===== src/rtl/path_pkg.sv =====
// Shared constants, node type and tracer state encoding for the path tracer.
package path_pkg;

    localparam int N_NODES  = 13;
    localparam int NODE_W   = 4;
    localparam int DIST_W   = 14;
    localparam int INF_DIST = 99;

    typedef logic [NODE_W-1:0] node_t;

    typedef enum logic [2:0] {
        ST_IDLE  = 3'd0,
        ST_CHECK = 3'd1,
        ST_WALK  = 3'd2,
        ST_EMIT  = 3'd3,
        ST_FIN   = 3'd4,
        ST_ERR   = 3'd5
    } tracer_state_e;

endpackage


===== src/rtl/path_stack.sv =====
// LIFO holding the route while it is walked backward; popped forward on emit.
// A push while full overwrites the top entry so the depth never wraps.
module path_stack
    import path_pkg::*;
#(
    parameter int DEPTH = N_NODES,
    parameter int WIDTH = NODE_W,
    localparam int CNT_W = $clog2(DEPTH + 1)
) (
    input  logic             clk,
    input  logic             reset,
    input  logic             clear_i,
    input  logic             push_i,
    input  logic             pop_i,
    input  logic [WIDTH-1:0] data_i,
    output logic [WIDTH-1:0] top_o,
    output logic [CNT_W-1:0] depth_o,
    output logic             full_o,
    output logic             empty_o
);

    logic [WIDTH-1:0] mem_q [DEPTH];
    logic [CNT_W-1:0] depth_q;

    assign full_o  = (depth_q == CNT_W'(DEPTH));
    assign empty_o = (depth_q == '0);
    assign depth_o = depth_q;
    assign top_o   = empty_o ? '0 : mem_q[depth_q - 1'b1];

    // Depth counter: clear wins over push, push wins over pop, saturates at DEPTH.
    always_ff @(posedge clk) begin
        if (reset) begin
            depth_q <= '0;
        end else if (clear_i) begin
            depth_q <= '0;
        end else if (push_i) begin
            if (!full_o) begin
                depth_q <= depth_q + 1'b1;
            end
        end else if (pop_i && !empty_o) begin
            depth_q <= depth_q - 1'b1;
        end
    end

    // Storage: a push when full replaces the topmost entry instead of growing.
    always_ff @(posedge clk) begin
        if (!reset && !clear_i && push_i) begin
            if (full_o) begin
                mem_q[DEPTH-1] <= data_i;
            end else begin
                mem_q[depth_q] <= data_i;
            end
        end
    end

endmodule


===== src/rtl/path_tracer.sv =====
// Walks the predecessor table backward from end_node to start_node, then
// streams the route start-to-end over a valid/ready handshake.
// Optional macro PATH_TRACER_LOOP_CHECK_EN: abort the walk when the stack
// fills without reaching start_node (protects against cyclic tables).
module path_tracer #(
    parameter int N_NODES  = path_pkg::N_NODES,
    parameter int NODE_W   = path_pkg::NODE_W,
    parameter int DIST_W   = path_pkg::DIST_W,
    parameter int INF_DIST = path_pkg::INF_DIST
) (
    input  logic              clk,
    input  logic              reset,
    input  logic              start,
    input  logic [NODE_W-1:0] start_node,
    input  logic [NODE_W-1:0] end_node,
    input  logic [DIST_W-1:0] dist_end,
    output logic [NODE_W-1:0] pred_addr,
    input  logic [NODE_W-1:0] pred_data,
    output logic              busy,
    output logic              step_valid,
    input  logic              step_ready,
    output logic [NODE_W-1:0] step_node,
    output logic              step_last,
    output logic [NODE_W:0]   path_len,
    output logic              done,
    output logic              error
);

    import path_pkg::*;

    localparam int CNT_W = $clog2(N_NODES + 1);
    localparam int IDX_W = NODE_W + 1;

    tracer_state_e     state_q, state_d;
    logic [NODE_W-1:0] startNode_q, startNode_d;
    logic [NODE_W-1:0] endNode_q, endNode_d;
    logic [DIST_W-1:0] distEnd_q, distEnd_d;
    logic [NODE_W-1:0] cur_q, cur_d;
    logic [CNT_W-1:0]  walkDepth_q, walkDepth_d;
    logic [NODE_W:0]   pathLen_q, pathLen_d;

    logic              stackClear, stackPush, stackPop;
    logic [NODE_W-1:0] stackData, stackTop;
    logic [CNT_W-1:0]  stackDepth;
    logic              stackFull, stackEmpty;
    logic              stepValid, stepLast, requestBad;

    path_stack #(
        .DEPTH (N_NODES),
        .WIDTH (NODE_W)
    ) u_stack (
        .clk     (clk),
        .reset   (reset),
        .clear_i (stackClear),
        .push_i  (stackPush),
        .pop_i   (stackPop),
        .data_i  (stackData),
        .top_o   (stackTop),
        .depth_o (stackDepth),
        .full_o  (stackFull),
        .empty_o (stackEmpty)
    );

`ifdef PATH_TRACER_LOOP_CHECK_EN
    // stackFull drives the loop abort in WALK.
`else
    logic unusedFull;
    assign unusedFull = stackFull;
`endif

    assign requestBad = (distEnd_q >= DIST_W'(INF_DIST))
                     || ({1'b0, startNode_q} >= IDX_W'(N_NODES))
                     || ({1'b0, endNode_q} >= IDX_W'(N_NODES));

    assign stepValid  = (state_q == ST_EMIT) && !stackEmpty;
    assign stepLast   = stepValid && (stackDepth == CNT_W'(1));
    assign step_valid = stepValid;
    assign step_last  = stepLast;
    assign step_node  = stepValid ? stackTop : '0;
    assign pred_addr  = (state_q == ST_WALK) ? cur_q : '0;
    assign busy       = (state_q != ST_IDLE);
    assign done       = (state_q == ST_FIN);
    assign error      = (state_q == ST_ERR);
    assign path_len   = pathLen_q;

    // Next-state logic: latch request, validate, walk predecessors, emit route.
    always_comb begin
        state_d     = state_q;
        startNode_d = startNode_q;
        endNode_d   = endNode_q;
        distEnd_d   = distEnd_q;
        cur_d       = cur_q;
        walkDepth_d = walkDepth_q;
        pathLen_d   = pathLen_q;
        stackClear  = 1'b0;
        stackPush   = 1'b0;
        stackPop    = 1'b0;
        stackData   = pred_data;
        case (state_q)
            ST_IDLE: begin
                if (start) begin
                    startNode_d = start_node;
                    endNode_d   = end_node;
                    distEnd_d   = dist_end;
                    stackClear  = 1'b1;
                    state_d     = ST_CHECK;
                end
            end
            ST_CHECK: begin
                if (requestBad) begin
                    state_d = ST_ERR;
                end else begin
                    stackPush = 1'b1;
                    stackData = endNode_q;
                    cur_d     = endNode_q;
                    state_d   = ST_WALK;
                end
            end
            ST_WALK: begin
                if (cur_q == startNode_q) begin
                    walkDepth_d = stackDepth;
                    state_d     = ST_EMIT;
                end
`ifdef PATH_TRACER_LOOP_CHECK_EN
                else if (stackFull) begin
                    state_d = ST_ERR;
                end
`endif
                else begin
                    stackPush = 1'b1;
                    cur_d     = pred_data;
                end
            end
            ST_EMIT: begin
                if (stepValid && step_ready) begin
                    stackPop = 1'b1;
                    if (stepLast) begin
                        pathLen_d = IDX_W'(walkDepth_q);
                        state_d   = ST_FIN;
                    end
                end
            end
            ST_FIN:  state_d = ST_IDLE;
            ST_ERR:  state_d = ST_IDLE;
            default: state_d = ST_IDLE;
        endcase
    end

    // State and datapath registers; reset returns to IDLE with everything cleared.
    always_ff @(posedge clk) begin
        if (reset) begin
            state_q     <= ST_IDLE;
            startNode_q <= '0;
            endNode_q   <= '0;
            distEnd_q   <= '0;
            cur_q       <= '0;
            walkDepth_q <= '0;
            pathLen_q   <= '0;
        end else begin
            state_q     <= state_d;
            startNode_q <= startNode_d;
            endNode_q   <= endNode_d;
            distEnd_q   <= distEnd_d;
            cur_q       <= cur_d;
            walkDepth_q <= walkDepth_d;
            pathLen_q   <= pathLen_d;
        end
    end

endmodule


===== config.mk =====
export PLATFORM = sky130hd
export DESIGN_NAME = path_tracer
export DESIGN_NICKNAME = d
export VERILOG_FILES = /design/src/rtl/path_pkg.sv /design/src/rtl/path_stack.sv /design/src/rtl/path_tracer.sv
export SDC_FILE = /design/constraint.sdc
export NUM_CORES = 1
export LEC_CHECK = 0
export CAP_MARGIN = 20
export CORE_MARGIN = 2
export CORE_UTILIZATION = 56
export CTS_CLUSTER_SIZE = 30
export DETAILED_ROUTE_END_ITERATION = 8
export PLACE_DENSITY = 0.91
export REMOVE_ABC_BUFFERS = 1
export SLEW_MARGIN = 10
export SYNTH_ARGS = -nofsm -noshare
export SYNTH_HDL_FRONTEND = slang
export SYNTH_SLANG_ARGS = --single-unit

===== constraint.sdc =====
create_clock -name clk -period 4 [get_ports clk]
set_clock_uncertainty 0.15 [all_clocks]
set_input_delay 0.4 -clock clk [delete_from_list [all_inputs] [get_ports clk]]
set_output_delay 0.4 -clock clk [all_outputs]
set_load 0.01 [all_outputs]

==> summary.txt <==
Yosys
  • Ys Warns: 0
  • Commonest register cell after synthesis: edfxtp_1
  • Async S/R FF share, synth: 0
  • Post-synth top area cell: edfxtp_1
  • Mapped Area: 0.004118 sq mm
  • Synthesized instance count: 349
  • Post-synth EDFFs: 52
  • Syn_area_per_cell: 11.80 sq um
  • Count of different cell masters after synthesis: 51
  • Synth area leaders: edfxtp_1 38%, dfxtp_1 20%, mux4_2 6.6%
  • Synthesized flop and latch total: 93
  • Top-area cell type share of the netlist area: 0.3792
  • Seq/Total Area, Yosys: 0.5785

STA
  • Setup Total Neg Slack: 0 ps
  • Post-layout min period: 3769 ps
  • Final Cycle Share: 0.9422
  • F_max: about 270 MHz
  • Slew Limit Headroom: 0.4088
  • Slew Viols, Final: 0
  • Least-Margin Pin Slew: 878.6 ps
  • RSZ-0062 raised after global routing: false
  • Setup violators final: 0
  • Final count of hold timing violations: 0
  • Worst hold margin: 310.0 ps

Pwr
  • Leakage power: 1.632 nW
  • Worst VDD drop: 0.0002845 V
  • Power consumption: 2.516 mW
  • Power per Cell Area: 521.8 mW/mm^2

CTS
  • Root buffer cell: clkbuf_8
  • Clk_lat worst skew: 370 ps
  • Postcts setup bufs: 0
  • Sink Count: 93
  • CTS Buffer Depth: 2
  • Clock transition at path regs: 90 ps
  • Post-CTS Hold Buffers: 0
  • CTS resizes: 0
  • H-tree levels: 3
  • CTS tree: built
  • CTS Buf Count: 9

Routing
  • Router iterations before antenna repair: 5
  • Drt via density: between 5 and 6
  • Drt wl/cell: roughly 17 um
  • Remaining DRCs: 0
  • Vias: between 2000 and 3000
  • Number of DRC markers in iteration 0: 288
  • DRT Wirelength: 8514 um
  • Post-route ant nets: 0

Worst setup path
  • Slowest-stage cell, CP: ha_1
  • Critical-path cell list: inv_1 -> ha_1 -> mux4_2 -> and2_1 -> a211oi_1 -> a211oi_1 -> clkdlybuf4s50_1
  • Crit path kind: register to output pin
  • CP Capture Point: step_node[0]
  • Critical Path RT: approximately 3500 ps
  • R2R Setup Slk: 1110 ps
  • Worst path most repeated cell: a211oi_1
  • Setup crit end kind: output pin
  • Critical Path Max Stage Delay: around 680 ps
  • CP Max Fanout: 13
  • Buf/Inv on CP: 2
  • Delay-heaviest family, CP: buffers and inverters
  • RR Startpoint: state_q[0]
  • Crit path from: u_stack.depth_o[1]
  • CP Launch Type: register
  • Critical Path Stages: 7
  • R2R Path End: u_stack.mem_q[0][3]
  • Cells on worst reg2reg path: 5
  • Crit path DAT: 3220 ps

Place
  • Cell Count Post-Placement: 476
  • IO buf count: 46
  • Post-DP HPWL: 6120 um
  • Routability Congestion: 0.7960

Layout
  • Post-layout util: 0.6720
  • Fillers: 511
  • Antenna diodes: 0
  • Nets: 421
  • Share of cells above drive strength 1: 0.1094
  • Post-Layout Cell Count: 492
  • P&R area growth vs syn: 17.11%

Global route
  • GRT Residual Overflow: 0
  • Antenna violations before repair: 0
  • First-pass GRT wire length: 13910 um
  • All-Layer GR Usage: 0.2196
  • Vias in the first global route: 2845
  • Pin count of the biggest net entering global routing: 40

Flow run
  • Max cap viols: 0

Worst hold path
  • Worst hold path type: register to register

Floorplanning
  • Initial Util: 0.5738
  • Die area: about 0.0081 sq mm
  • Die W: approximately 90 um
  • Io pins: 48
  • Core area: 0.007176 sq mm
  • Die H: ~90 um
  • FP Rows: 31

Run status
  • Run status: completed
report_power, final:
part           internal [mW]  switching [mW]  total (mW)  leakage, nW
registers               1.09          0.0765        1.17        0.803
logic                  0.303           0.411       0.714        0.729
clock network          0.296           0.336       0.631        0.100
worst min-delay path by stage:
stage / start / endpoint / slack, ps / cells past startpoint
floorplan: walkDepth_q[0] / walkDepth_q[0] / 280 / 2
global placement: distEnd_q[10] / distEnd_q[10] / 290 / 2
detailed placement: walkDepth_q[2] / walkDepth_q[2] / 300 / 2
CTS: walkDepth_q[2] / walkDepth_q[2] / 310 / 2
global route: walkDepth_q[2] / walkDepth_q[2] / 330 / 2
finish: walkDepth_q[2] / walkDepth_q[2] / 310 / 2
routing by layer:
metal  wire length, um  part of all wire  track usage  vias to the layer above
li1                  -                 -            -                     1358
met1              3571              0.42       0.2732                     1351
met2              4260              0.50       0.3750                      118
met3               535             0.063      0.04275                       14
met4               147             0.017      0.09744                        0
met5                 0                 0            0                        -
cell type report:
class / instances / area [sq um] / share of cell area
Clock buffer: 10 / 127.6 / 0.02647
Clock inverter: 6 / 71.32 / 0.01479
Inverter: 5 / 18.77 / 0.003892
Multi-Input combinational cell: 229 / 1608 / 0.3334
Sequential cell: 93 / 2382 / 0.4940
Tap cell: 99 / 123.9 / 0.02569
Timing Repair Buffer: 50 / 490.5 / 0.1017
state kept, by name (all words and copies together), names as in the netlist:
register and flops:
state_q 3, distEnd_q 14, walkDepth_q 4, path_len 4, startNode_q 4, u_stack.mem_q 52
endNode_q 4, cur_q 4, u_stack.depth_o 4
synth_stat cells (all sizes together) (8+ instances only):
cell type   n
dfxtp      41
edfxtp     52
mux4       12
and2        9
mux2i      14
nand2      57
a21oi      28
a211oi     17
buf         8
nor2       24
clkbuf     14
nand3       9
cells in the final DEF (no fill, tap or decap), types with 3 or more instances in the layout:
cell | netlist | routed
nand2_1 | 57 | 57
edfxtp_1 | 52 | 52
clkdlybuf4s50_1 | 0 | 46
dfxtp_1 | 41 | 41
a21oi_1 | 28 | 28
nor2_1 | 24 | 24
a211oi_1 | 17 | 17
mux2i_1 | 14 | 14
mux4_2 | 12 | 12
and2_1 | 9 | 9
nand3_1 | 9 | 9
clkbuf_8 | 0 | 9
nor3_1 | 6 | 6
xor2_1 | 6 | 6
inv_1 | 4 | 4
mux2_2 | 4 | 4
buf_4 | 2 | 4
o211ai_1 | 3 | 3
a221oi_1 | 3 | 3
ha_1 | 3 | 3
tightest hold or removal path, stage by stage, from the launching register on:
cell     delay [ps]
dfxtp_1         320
nand2_1          50
a21oi_1          50
metrics by stage:
stage,setup slack [ps],area [sq um]
after detailed placement,643.5,4623
after floorplan,945.3,4009
after global placement,824.2,4623
after global routing,66.60,4822
final,231.3,4822
after CTS,233.5,4822
logic make-up after synthesis:
logic type,after synthesis,synth area share
buffers and inverters,27,0.03099
xor gates and xnor gates,8,0.01702
adders and majority gates,3,0.009117
other,1,0.0009107
DFF,93,0.5785
and+or+nand+nor,125,0.1483
AOI/OAI and AO/OA,62,0.1045
muxes,30,0.1106
Power figures use the tool's default switching activity.
